File: config.mk
export PLATFORM = sky130hd
export DESIGN_NAME = msg_send_packer_flat
export DESIGN_NICKNAME = d
export VERILOG_FILES = /design/src/rtl/msg_send_packer_if.sv /design/src/rtl/msg_send_packer.sv /design/src/flat_wrapper.sv
export SDC_FILE = /design/constraint.sdc
export NUM_CORES = 1
export LEC_CHECK = 0
export ABC_AREA = 1
export ABC_CLOCK_PERIOD_IN_PS = 4500
export CAP_MARGIN = 15
export CORE_UTILIZATION = 46
export DETAILED_ROUTE_END_ITERATION = 16
export PLACE_DENSITY = 0.81
export SLEW_MARGIN = 30
export SYNTH_ARGS = -nofsm -noshare
export SYNTH_HDL_FRONTEND = slang
export SYNTH_SLANG_ARGS = --single-unit
File: constraint.sdc
create_clock -name sys_clk_i -period 4.5 [get_ports sys_clk_i]
set_clock_uncertainty 0.05 [all_clocks]
set_input_delay 0.9 -clock sys_clk_i [delete_from_list [all_inputs] [get_ports sys_clk_i]]
set_output_delay 0.9 -clock sys_clk_i [all_outputs]
set_load 0.01 [all_outputs]
File: src/rtl/msg_send_packer_if.sv
// msg_send_packer_if
//   Bundles the header request handshake, the payload stream and the FIFO
//   write side of the transmit framer.
//   master : the request/payload source and the FIFO (drives *_i signals)
//   slave  : the framer itself (drives *_o signals)
//   Signal names keep the framer's pin names so the link-side documentation
//   maps one-to-one onto this bundle.
interface msg_send_packer_if;
    // header request
    logic         send_req_i;
    logic [7:0]   src_id_i;
    logic [7:0]   des_id_i;
    logic [7:0]   data_type_i;
    logic [7:0]   data_channel_i;
    logic [15:0]  data_field_len_i;
    logic         send_ack_o;
    // payload stream
    logic         pld_valid_i;
    logic [127:0] pld_data_i;
    logic         pld_ready_o;
    // FIFO write side
    logic         wr_clk_o;
    logic         wr_en_o;
    logic [127:0] wr_dout_o;
    logic         wr_full_i;
    // status
    logic         busy_o;
    logic         done_o;
    logic [31:0]  seq_o;

    modport master (
        output send_req_i, src_id_i, des_id_i, data_type_i, data_channel_i,
               data_field_len_i, pld_valid_i, pld_data_i, wr_full_i,
        input  send_ack_o, pld_ready_o, wr_clk_o, wr_en_o, wr_dout_o,
               busy_o, done_o, seq_o
    );

    modport slave (
        input  send_req_i, src_id_i, des_id_i, data_type_i, data_channel_i,
               data_field_len_i, pld_valid_i, pld_data_i, wr_full_i,
        output send_ack_o, pld_ready_o, wr_clk_o, wr_en_o, wr_dout_o,
               busy_o, done_o, seq_o
    );
endinterface

File: src/rtl/msg_send_packer.sv
// msg_send_packer
//   Single-channel transmit framer. Latches one header descriptor per frame,
//   then writes into a 128-bit FIFO:
//     header  {SYNC_HEAD, src, des, type, channel, len, seq, 32'h0}
//     N payload words passed straight through from the payload stream
//     tail    {SYNC_TAIL, len, N, seq, checksum}
//   where N = ceil(len/16) and checksum is the 32-bit wrapping sum of every
//   32-bit lane of every payload word.
// Ports
//   sys_clk_i : system clock (also forwarded as the FIFO write clock)
//   rst_n_i   : synchronous active-low reset; abandons any frame in flight
//   link      : request / payload / FIFO-write bundle (slave side)
module msg_send_packer #(
    parameter logic [15:0] SYNC_HEAD = 16'hEB90,
    parameter logic [15:0] SYNC_TAIL = 16'h09D7
) (
    input  logic              sys_clk_i,
    input  logic              rst_n_i,
    msg_send_packer_if.slave  link
);

    typedef enum logic [1:0] {
        IDLE    = 2'd0,
        HEAD    = 2'd1,
        PAYLOAD = 2'd2,
        TAIL    = 2'd3
    } state_t;

    state_t        state_q, state_d;

    logic [7:0]    src_q, des_q, type_q, chan_q;
    logic [15:0]   len_q;
    logic [12:0]   nwords_q;   // 0..4096 payload words
    logic [12:0]   cnt_q;      // payload words written so far
    logic [31:0]   csum_q;
    logic [31:0]   seq_q;
    logic          ack_q;
    logic          done_q;

    logic          wr_en;
    logic [127:0]  wr_dout;
    logic          pld_ready;

    // Word count from the requested byte length; 17-bit sum so 0xFFFF
    // rounds up to 4096 without overflow.
    logic [16:0]   len_round;
    logic [12:0]   nwords_in;
    assign len_round = {1'b0, link.data_field_len_i} + 17'd15;
    assign nwords_in = len_round[16:4];

    logic [31:0]   lane_sum;
    assign lane_sum = link.pld_data_i[31:0]  + link.pld_data_i[63:32] +
                      link.pld_data_i[95:64] + link.pld_data_i[127:96];

    logic          last_word;
    assign last_word = (cnt_q == nwords_q - 13'd1);

    // Next state and FIFO-side outputs. Payload is a zero-latency
    // pass-through, so all write-side outputs are combinational from state
    // and wr_full_i; data is forced to zero on non-write cycles.
    always_comb begin
        state_d   = state_q;
        wr_en     = 1'b0;
        wr_dout   = '0;
        pld_ready = 1'b0;
        case (state_q)
            IDLE: begin
                if (link.send_req_i) state_d = HEAD;
            end
            HEAD: begin
                wr_en = !link.wr_full_i;
                if (wr_en) begin
                    wr_dout = {SYNC_HEAD, src_q, des_q, type_q, chan_q,
                               len_q, seq_q, 32'h0};
                    state_d = (nwords_q != 13'd0) ? PAYLOAD : TAIL;
                end
            end
            PAYLOAD: begin
                pld_ready = !link.wr_full_i;
                wr_en     = link.pld_valid_i && !link.wr_full_i;
                if (wr_en) begin
                    wr_dout = link.pld_data_i;
                    if (last_word) state_d = TAIL;
                end
            end
            TAIL: begin
                wr_en = !link.wr_full_i;
                if (wr_en) begin
                    wr_dout = {SYNC_TAIL, len_q, 19'h0, nwords_q, seq_q,
                               csum_q};
                    state_d = IDLE;
                end
            end
            default: state_d = IDLE;
        endcase
    end

    always_ff @(posedge sys_clk_i) begin
        if (!rst_n_i) begin
            state_q  <= IDLE;
            src_q    <= '0;
            des_q    <= '0;
            type_q   <= '0;
            chan_q   <= '0;
            len_q    <= '0;
            nwords_q <= '0;
            cnt_q    <= '0;
            csum_q   <= '0;
            seq_q    <= '0;
            ack_q    <= 1'b0;
            done_q   <= 1'b0;
        end else begin
            state_q <= state_d;
            ack_q   <= 1'b0;
            done_q  <= 1'b0;
            case (state_q)
                IDLE: begin
                    if (link.send_req_i) begin
                        src_q    <= link.src_id_i;
                        des_q    <= link.des_id_i;
                        type_q   <= link.data_type_i;
                        chan_q   <= link.data_channel_i;
                        len_q    <= link.data_field_len_i;
                        nwords_q <= nwords_in;
                        cnt_q    <= '0;
                        csum_q   <= '0;
                        ack_q    <= 1'b1;
                    end
                end
                PAYLOAD: begin
                    if (wr_en) begin
                        csum_q <= csum_q + lane_sum;
                        cnt_q  <= cnt_q + 13'd1;
                    end
                end
                TAIL: begin
                    // seq advances only once the tail is actually in the FIFO
                    if (wr_en) begin
                        seq_q  <= seq_q + 32'd1;
                        done_q <= 1'b1;
                    end
                end
                default: ;
            endcase
        end
    end

    assign link.wr_clk_o    = sys_clk_i;
    assign link.wr_en_o     = wr_en;
    assign link.wr_dout_o   = wr_dout;
    assign link.pld_ready_o = pld_ready;
    assign link.send_ack_o  = ack_q;
    assign link.done_o      = done_q;
    assign link.busy_o      = (state_q != IDLE);
    assign link.seq_o       = seq_q;

endmodule

File: src/flat_wrapper.sv
// flat-port wrapper written by rule: the top's interface ports become plain ports
module msg_send_packer_flat 
#(
    parameter logic [15:0] SYNC_HEAD = 16'hEB90,
    parameter logic [15:0] SYNC_TAIL = 16'h09D7
)
  (sys_clk_i, rst_n_i, link_send_req_i, link_src_id_i, link_des_id_i, link_data_type_i, link_data_channel_i, link_data_field_len_i, link_pld_valid_i, link_pld_data_i, link_wr_full_i, link_send_ack_o, link_pld_ready_o, link_wr_clk_o, link_wr_en_o, link_wr_dout_o, link_busy_o, link_done_o, link_seq_o);
  msg_send_packer_if link_i ();
  input  logic sys_clk_i;
  input  logic rst_n_i;
  input wire logic [$bits(link_i.send_req_i)-1:0] link_send_req_i;
  input wire logic [$bits(link_i.src_id_i)-1:0] link_src_id_i;
  input wire logic [$bits(link_i.des_id_i)-1:0] link_des_id_i;
  input wire logic [$bits(link_i.data_type_i)-1:0] link_data_type_i;
  input wire logic [$bits(link_i.data_channel_i)-1:0] link_data_channel_i;
  input wire logic [$bits(link_i.data_field_len_i)-1:0] link_data_field_len_i;
  input wire logic [$bits(link_i.pld_valid_i)-1:0] link_pld_valid_i;
  input wire logic [$bits(link_i.pld_data_i)-1:0] link_pld_data_i;
  input wire logic [$bits(link_i.wr_full_i)-1:0] link_wr_full_i;
  output wire logic [$bits(link_i.send_ack_o)-1:0] link_send_ack_o;
  output wire logic [$bits(link_i.pld_ready_o)-1:0] link_pld_ready_o;
  output wire logic [$bits(link_i.wr_clk_o)-1:0] link_wr_clk_o;
  output wire logic [$bits(link_i.wr_en_o)-1:0] link_wr_en_o;
  output wire logic [$bits(link_i.wr_dout_o)-1:0] link_wr_dout_o;
  output wire logic [$bits(link_i.busy_o)-1:0] link_busy_o;
  output wire logic [$bits(link_i.done_o)-1:0] link_done_o;
  output wire logic [$bits(link_i.seq_o)-1:0] link_seq_o;
  assign link_i.send_req_i = link_send_req_i;
  assign link_i.src_id_i = link_src_id_i;
  assign link_i.des_id_i = link_des_id_i;
  assign link_i.data_type_i = link_data_type_i;
  assign link_i.data_channel_i = link_data_channel_i;
  assign link_i.data_field_len_i = link_data_field_len_i;
  assign link_i.pld_valid_i = link_pld_valid_i;
  assign link_i.pld_data_i = link_pld_data_i;
  assign link_i.wr_full_i = link_wr_full_i;
  assign link_send_ack_o = link_i.send_ack_o;
  assign link_pld_ready_o = link_i.pld_ready_o;
  assign link_wr_clk_o = link_i.wr_clk_o;
  assign link_wr_en_o = link_i.wr_en_o;
  assign link_wr_dout_o = link_i.wr_dout_o;
  assign link_busy_o = link_i.busy_o;
  assign link_done_o = link_i.done_o;
  assign link_seq_o = link_i.seq_o;
  msg_send_packer #(.SYNC_HEAD(SYNC_HEAD), .SYNC_TAIL(SYNC_TAIL)) u_core (.sys_clk_i(sys_clk_i), .rst_n_i(rst_n_i), .link(link_i));
endmodule
Word-level counts from Yosys, hierarchy flattened
Index checks and enable logic that the tools add are counted. Widths: inputs -> output; s select.

Register bits: 142. Output and inout bits: 166. Input port bits: 181. Word-level logic and storage cells: 64.

Equality and inequality tests: 10. Reduce and logical (&&, ||, !) cells: 13. Muxes and demuxes: 21. Add/subtract/negate cells: 8.

Operators by type and width (count): $pmux 128 s3 (1); $mux 128 (2); $add 32x32->32 (4); $mux 124 (1); $mux 32 (2); $pmux 32 s2 (1); $add 32x1->32 const B (1); $mux 13 (2); $pmux 13 s2 (1); $add 16x4->17 const B (1); $add 13x1->13 const B (1); $eq 13x13->1 (1); $reduce_bool 13->1 (1); $sub 13x1->13 const B (1); $mux 2 (5); $ne 2x2->1 const B (4); $pmux 2 s4 (1); $reduce_and 2->1 (4); $reduce_and 5->1 (1); $eq 2x2->1 const B (2); $mux 1 (4); $ne 2x1->1 const B (2); $reduce_bool 2->1 (2); $reduce_and 3->1 (1); other kinds (6) (6).

Logic depth before layout (Yosys ltp)
Depth after elaboration: 6. Depth in mapped cells: 19. Gate-level depth less buffers: 19.

==> metrics.txt <==
Die Ht=171 um; area of the multi-input gates=0.00869 mm2; metal2 WL=26100 um; FF-to-FF setup slack=1590 ps; CP startpoint kind=primary input; sequential cell area fraction in the yosys report=21.6%; via count=15624; actual slew at the worst max-slew pin=915 ps; power per cell area=426 mW/mm2; Distinct cells, synth=46; Die X=171 um; commonest cells after routing, fill and taps aside=474 x nand2_1, 404 x inv_1, 333 x clkdlybuf4s50_1, 212 x a21oi_1, 187 x nor2_1; # port buffers=346; Worst Hold Depth=2; Final Hold Viols=0; setup violators final=0; HP Start=u_core.csum_q[28]$_SDFFE_PN0P_; global-route wire length before repair=84700 um; routability cong.=0.997; Critical Path Fanout Max=4; clk_lat worst skew=560 ps; cell area after placement=0.0181 mm2; flops & latches, synth=142; Detailed Route Iter0 Violations=1616; crit path cell chain=clkdlybuf4s50_1, inv_1, fa_1, inv_1, fa_1, inv_1, fa_1, inv_1, ha_4, a21oi_2, o21ai_1, nor2_2, inv_1, buf_4, or2_2, nand3_1, a21oi_1; highest routed layer=met4; largest net degree at the start of global routing=98; maximum vdd drop=484 uV; status=finished, final reports clean; Util after Layout=68.2%; remaining global-route overflow=0; met1 WL=23400 um; DR WL met3=4390 um; number of global-route vias before repair=15003; CP bufs+invs=7; CP peak stage delay=540 ps; Cells after Synth=2076; critical path arrival=4720 ps; CP top delay family=adder cells; initial core utilization=47.0%; Layout area overhead=45.1%; largest cells by area after synthesis=dfxtp_1 22%, fa_1 14%, nand2_1 14%; Leakage=0.00834 uW; CP Capture Type=register; Peak Freq=228 MHz; CTS tree=done; final WL=56600 um; Post-DRT Antenna Nets=0; RR Endpoint=u_core.csum_q[27]$_SDFFE_PN0P_; drt wl/cell=19.4 um; critical path's slowest cell=fa_1; post-synth top area cell=dfxtp_1; WP data required=4840 ps; drt drc=0; HPWL after DPL=44500 um; Synthesis Warnings=0; Max Slew Vio Count=0; worst reg-to-reg path cell count=17; maxcap violations=0; most frequent CP cell=inv_1; Tot GR Track Use=38.5%; Post-Layout Inst Area=0.0191 mm2; placed cell count=2886; post-synth top area share=21.6%; most common cell after layout, fill and taps aside=nand2_1; kind of critical path=in -> reg; Mean Syn Cell Area=6.33 um2; # hold bufs at CTS=0; Final period util=97.4%; layout cell share with drive strength beyond 1=11.8%; flip-flop and latch area=0.00284 mm2; Worst Hold End=u_core.csum_q[28]$_SDFFE_PN0P_; Non-Filler Instances=2922; fin crit period=4380 ps; drt via density=5.35; nets=2842; Core Rows=61; Clock Pin Slew Worst Setup and Hold Paths=60 ps; synthesized area=0.0131 mm2; Filler Cell Count=2493; Synth Flop Type=dfxtp_1; Post-synth EDFFs=0; post-synth net total=2388; async set-reset flop share out of synthesis=0%; max_slew headroom=38.9%; first drt pass iteration count=8; # IOs=347; core area=0.0279 mm2; worst min-delay path category=reg -> reg; unrepaired setup endpoints after global routing=yes; die area=0.0292 mm2; reg-to-reg startpoint=u_core.csum_q[1]$_SDFFE_PN0P_; initial antenna violation count=1
[how the worst max path moves through the flow]
stage / from / endpoint / slack (ps) / depth (start not counted)
after global placement: link_pld_data_i[44] / u_core.csum_q[22]$_SDFFE_PN0P_ / -580 / 17
after floorplan: link_pld_data_i[3] / u_core.csum_q[23]$_SDFFE_PN0P_ / 220 / 18
after detailed placement: link_pld_data_i[37] / u_core.csum_q[22]$_SDFFE_PN0P_ / -700 / 17
after CTS: link_pld_data_i[37] / u_core.csum_q[6]$_SDFFE_PN0P_ / -10 / 17
after global routing: link_pld_data_i[8] / u_core.csum_q[19]$_SDFFE_PN0P_ / -30 / 20
final: link_pld_data_i[37] / u_core.csum_q[6]$_SDFFE_PN0P_ / 120 / 17
[per-layer routing]
metal / vias to the layer above / global-route usage, %
met4: 0 / 19.1
li1: 7384 / -
met2: 726 / 61.1
met3: 132 / 6.34
met5: - / 0
met1: 7382 / 50.4
[area by class of cell]
type,instances,share of cell area [%]
clock buffers,21,2.68
well taps,378,2.48
inverters,419,8.27
clock inverters,14,0.906
multi-input cells,1435,45.6
flip-flops and latches,142,14.9
repair buffers,511,25.1
diodes,2,0.0263
[timing repair]
| item | 4_1_cts | 5_1_grt |
|---|---|---|
| buffers inserted | 0 | 0 |
| gates resized for setup | 8 | 84 |
| pin swaps | 0 | 7 |
| setup endpoints to repair | 9 | 26 |
[worst min-delay path, delay by kind of cell (launching register included)]
family | cells | cell delay (ps)
AOI/OAI and AO/OA | 1 | 60
and+or+nand+nor | 1 | 60
DFF | 1 | 320
[report_power, final]
part           internal [uW]  switching, uW  leakage, uW
registers               1430            143      0.00116
logic                   2000           2880      0.00685
clock network            966            703     0.000330
total                   4390           3720      0.00834
[synthesized netlist by cell type (3+ instances only)]
library cell / n
fa_1: 92
inv_1: 410
a211oi_1: 3
o21ai_0: 115
nor2_2: 4
nor4_1: 7
nand2_4: 3
or2_2: 5
clkbuf_1: 67
o211ai_1: 5
xor2_1: 17
a21o_1: 3
nand3_1: 96
o21a_1: 6
nand4_1: 22
nand3b_1: 4
nor2_1: 197
buf_1: 6
dfxtp_1: 142
inv_2: 6
nand2_2: 5
nor3_1: 31
o21bai_1: 5
nand2_1: 480
ha_1: 39
xnor2_1: 16
buf_2: 4
buf_4: 3
a31oi_1: 32
a21oi_1: 230
[sequential cells by signal (all words and copies together) (netlist names)]
signal,count
u_core.csum_q,32
u_core.link.seq_o,32
u_core.len_q,16
u_core.cnt_q,13
u_core.nwords_q,13
u_core.chan_q,8
u_core.des_q,8
u_core.src_q,8
u_core.type_q,8
u_core.state_q,2
u_core.link.done_o,1
u_core.link.send_ack_o,1
[logic make-up after synthesis]
| logic type | synth area share (%) |
|---|---|
| fa+ha+maj | 17.7 |
| flops | 21.6 |
| xor+xnor | 2.20 |
| compound gates | 16.2 |
| simple gates | 27.8 |
| buf+inv | 14.4 |
[through the flow]
stage                     total power, uW  hold slack (ps)  TNS (ps)  setup WS, ps
after floorplan                      4040              403         0           216
after global placement               5980              414    -11460          -579
after detailed placement             6060              423    -13920          -696
after CTS                            7720              435     -9.86         -9.86
after global routing                 8630              452     -74.5         -30.3
final                                8120              438         0           118
No activity file was read; power rests on OpenSTA's default activity.
==> patch (same flow settings) <==
Encoding of `state_t`: now one-hot (4 bits for 4 states).
--- a/src/rtl/msg_send_packer.sv
+++ b/src/rtl/msg_send_packer.sv
@@ -21,7 +21,7 @@
 
-    typedef enum logic [1:0] {
-        IDLE    = 2'd0,
-        HEAD    = 2'd1,
-        PAYLOAD = 2'd2,
-        TAIL    = 2'd3
+    typedef enum logic [3:0] {
+        IDLE    = 4'b0001,
+        HEAD    = 4'b0010,
+        PAYLOAD = 4'b0100,
+        TAIL    = 4'b1000
     } state_t;
Function: same outputs for any inputs over 4 cycles, from zero or initial values and one cycle with rst_n_i low; so few cycles prove little.
==> patch against the unedited design <==
  * Routed wire length increased by 1.6%
  * Largest cell class unchanged
  * Total power decreased by 18%
  * Worst setup slack improved by 0.016 ns
  * Sequential cell count increased by 2
  * Combinational power decreased by 28%
  * Area after synthesis decreased by 2.9%
  * Cell area decreased by 2.3%
  * Sequential power decreased by 7%
  * First-iteration DRC count increased by 8.7%
  * Critical path depth decreased by 7
  * Count of clock-buffer cells in the layout increased by 3
==> patch: results (changes against the unedited design) <==
grt_use_total_pct: 40.61  # +2.2 points
num-fill-cells: 2355  # -5.5%
synth_common_cells: "inv_1, nand2_1, a21oi_1"
post-dp-hpwl_um: 46190  # +3.8%
yosysSeqAreaShare_pct: 22.60  # +0.97 points
peakVddDrop_uv: 308.0  # -36%
synth_nets: 2207  # -7.6%
cp_top_family: "buffers and inverters"
cp_max_fo: 30  # +26
postSynth.asyncResetShare_pct: 0  # unchanged
fin_nets: 2689  # -5.4%
clkLatencyLatePin_ns: 0.57
slowest_delay_ns: 0.65  # +0.11 ns
grt_pass1_wl_um: 85490  # +0.90%
avgRoutedWirePerCell_um: 20.77  # +7.3%
io_buffers: 346  # unchanged
dr_total_vias: 15240  # -2.4%
grt-ovfl-total: 0  # unchanged
hold_viol_final: 0  # unchanged
dpl-instance-area_um2: 17780  # -1.7%
drive_above_1_share_pct: 12.29  # +0.44 points
first_iter_violations: 1757  # +8.7%
status: "completed"
place_ws_ns: -0.6151  # +0.08062 ns
power.leakage_nw: 8.410  # +0.81%
synth_cell_types: 57  # +24%
place.gp.congestion: 1.003  # +0.59%
min_path_type: "flip-flop to flip-flop"
max_slew_margin_pct: 36.71  # -2.2 points
grt_pass1_vias: 14380  # -4.2%
p_int_mw: 3.907  # -11%
clk_pin_slew_ns: 0.07
yosys_warnings: 0  # unchanged
arrival_ns: 3.42  # -1.30 ns
grt_max_degree: 89  # -9.2%
critPathSlowestCell: "clkdlybuf4s50_1"
drt_first_pass_iters: 5  # -3
antenna_found_initial: 2  # +1
synth_ff_type: "dfxtp_1"
synthTopCellsByArea: "dfxtp_1, fa_1, inv_1"
-- patch: final cells by class --
| type | instances | area, um2 | area share, % |
|---|---|---|---|
| tap | 372 | 465.4 | 2.498 |
| timing repair buffer | 526 | 4832 | 25.94 |
| sequential | 144 | 2883 | 15.47 |
| inverter | 465 | 1747 | 9.376 |
| multi-input combinational | 1223 | 8010 | 43.00 |
| antenna | 2 | 5.005 | 0.02687 |
| clock buffer | 24 | 531.8 | 2.854 |
| clock inverter | 11 | 155.1 | 0.8328 |
-- patch: logic make-up after synthesis --
| family | Yosys count | share of synthesized area [%] |
|---|---|---|
| compound gates | 448 | 19.82 |
| xor+xnor | 26 | 1.785 |
| fa+ha+maj | 127 | 17.88 |
| buf+inv | 532 | 15.74 |
| flops | 144 | 22.60 |
| simple gates | 622 | 22.18 |
-- patch: per-stage QoR --
step                      hold slack [ns]  instances  power [mW]
after global routing               0.4171       2767       7.074
after detailed placement           0.3934       2728       4.755
final                              0.3994       2767       6.663
after CTS                          0.4039       2762       6.452
after floorplan                    0.3745       1899       3.248
after global placement             0.3860       2728       4.718
-- patch: layer usage --
layer  routed length [um]  track usage [%]  up-vias
met5                   13                0        -
met4                 1417            13.32        2
met1                24820            57.33     7292
li1                     -                -     7030
met3                 6211            9.563       88
met2                25020            60.82      831
-- patch: power groups by stage --
stage / clock (mW) / combinational, mW / sequential, mW
final: 1.71 / 3.50 / 1.46
after global routing: 1.77 / 3.84 / 1.46
after CTS: 1.72 / 3.28 / 1.45
after detailed placement: 0.0226 / 3.25 / 1.48
after global placement: 0.0226 / 3.22 / 1.48
after floorplan: 0.0183 / 1.78 / 1.45
-- patch: repair_timing --
item	4_1_cts	5_1_grt
setup endpoints to repair	1	35
buffers inserted	0	3
pin swaps	0	1
hold buffers	0	0
resized for setup	1	45
-- patch: worst register-to-register path, delay by kind of cell, from the launching register on --
family | cells | cell delay [ns]
adders and majority gates | 3 | 1.10
and+or+nand+nor | 6 | 0.49
buffers and inverters | 5 | 0.39
DFF | 1 | 0.33
AOI/OAI and AO/OA | 3 | 0.33
-- patch: worst paths after layout --
kind	from	end	depth (start not counted)	slack, ns
hold / removal	u_core.type_q[6]	u_core.type_q[6]	2	0.40
setup reg to reg	u_core.csum_q[1]	u_core.csum_q[25]	17	1.71
hold reg to reg	u_core.type_q[6]	u_core.type_q[6]	2	0.40
setup / recovery	link_wr_full_i	link_wr_dout_o[109]	10	0.13
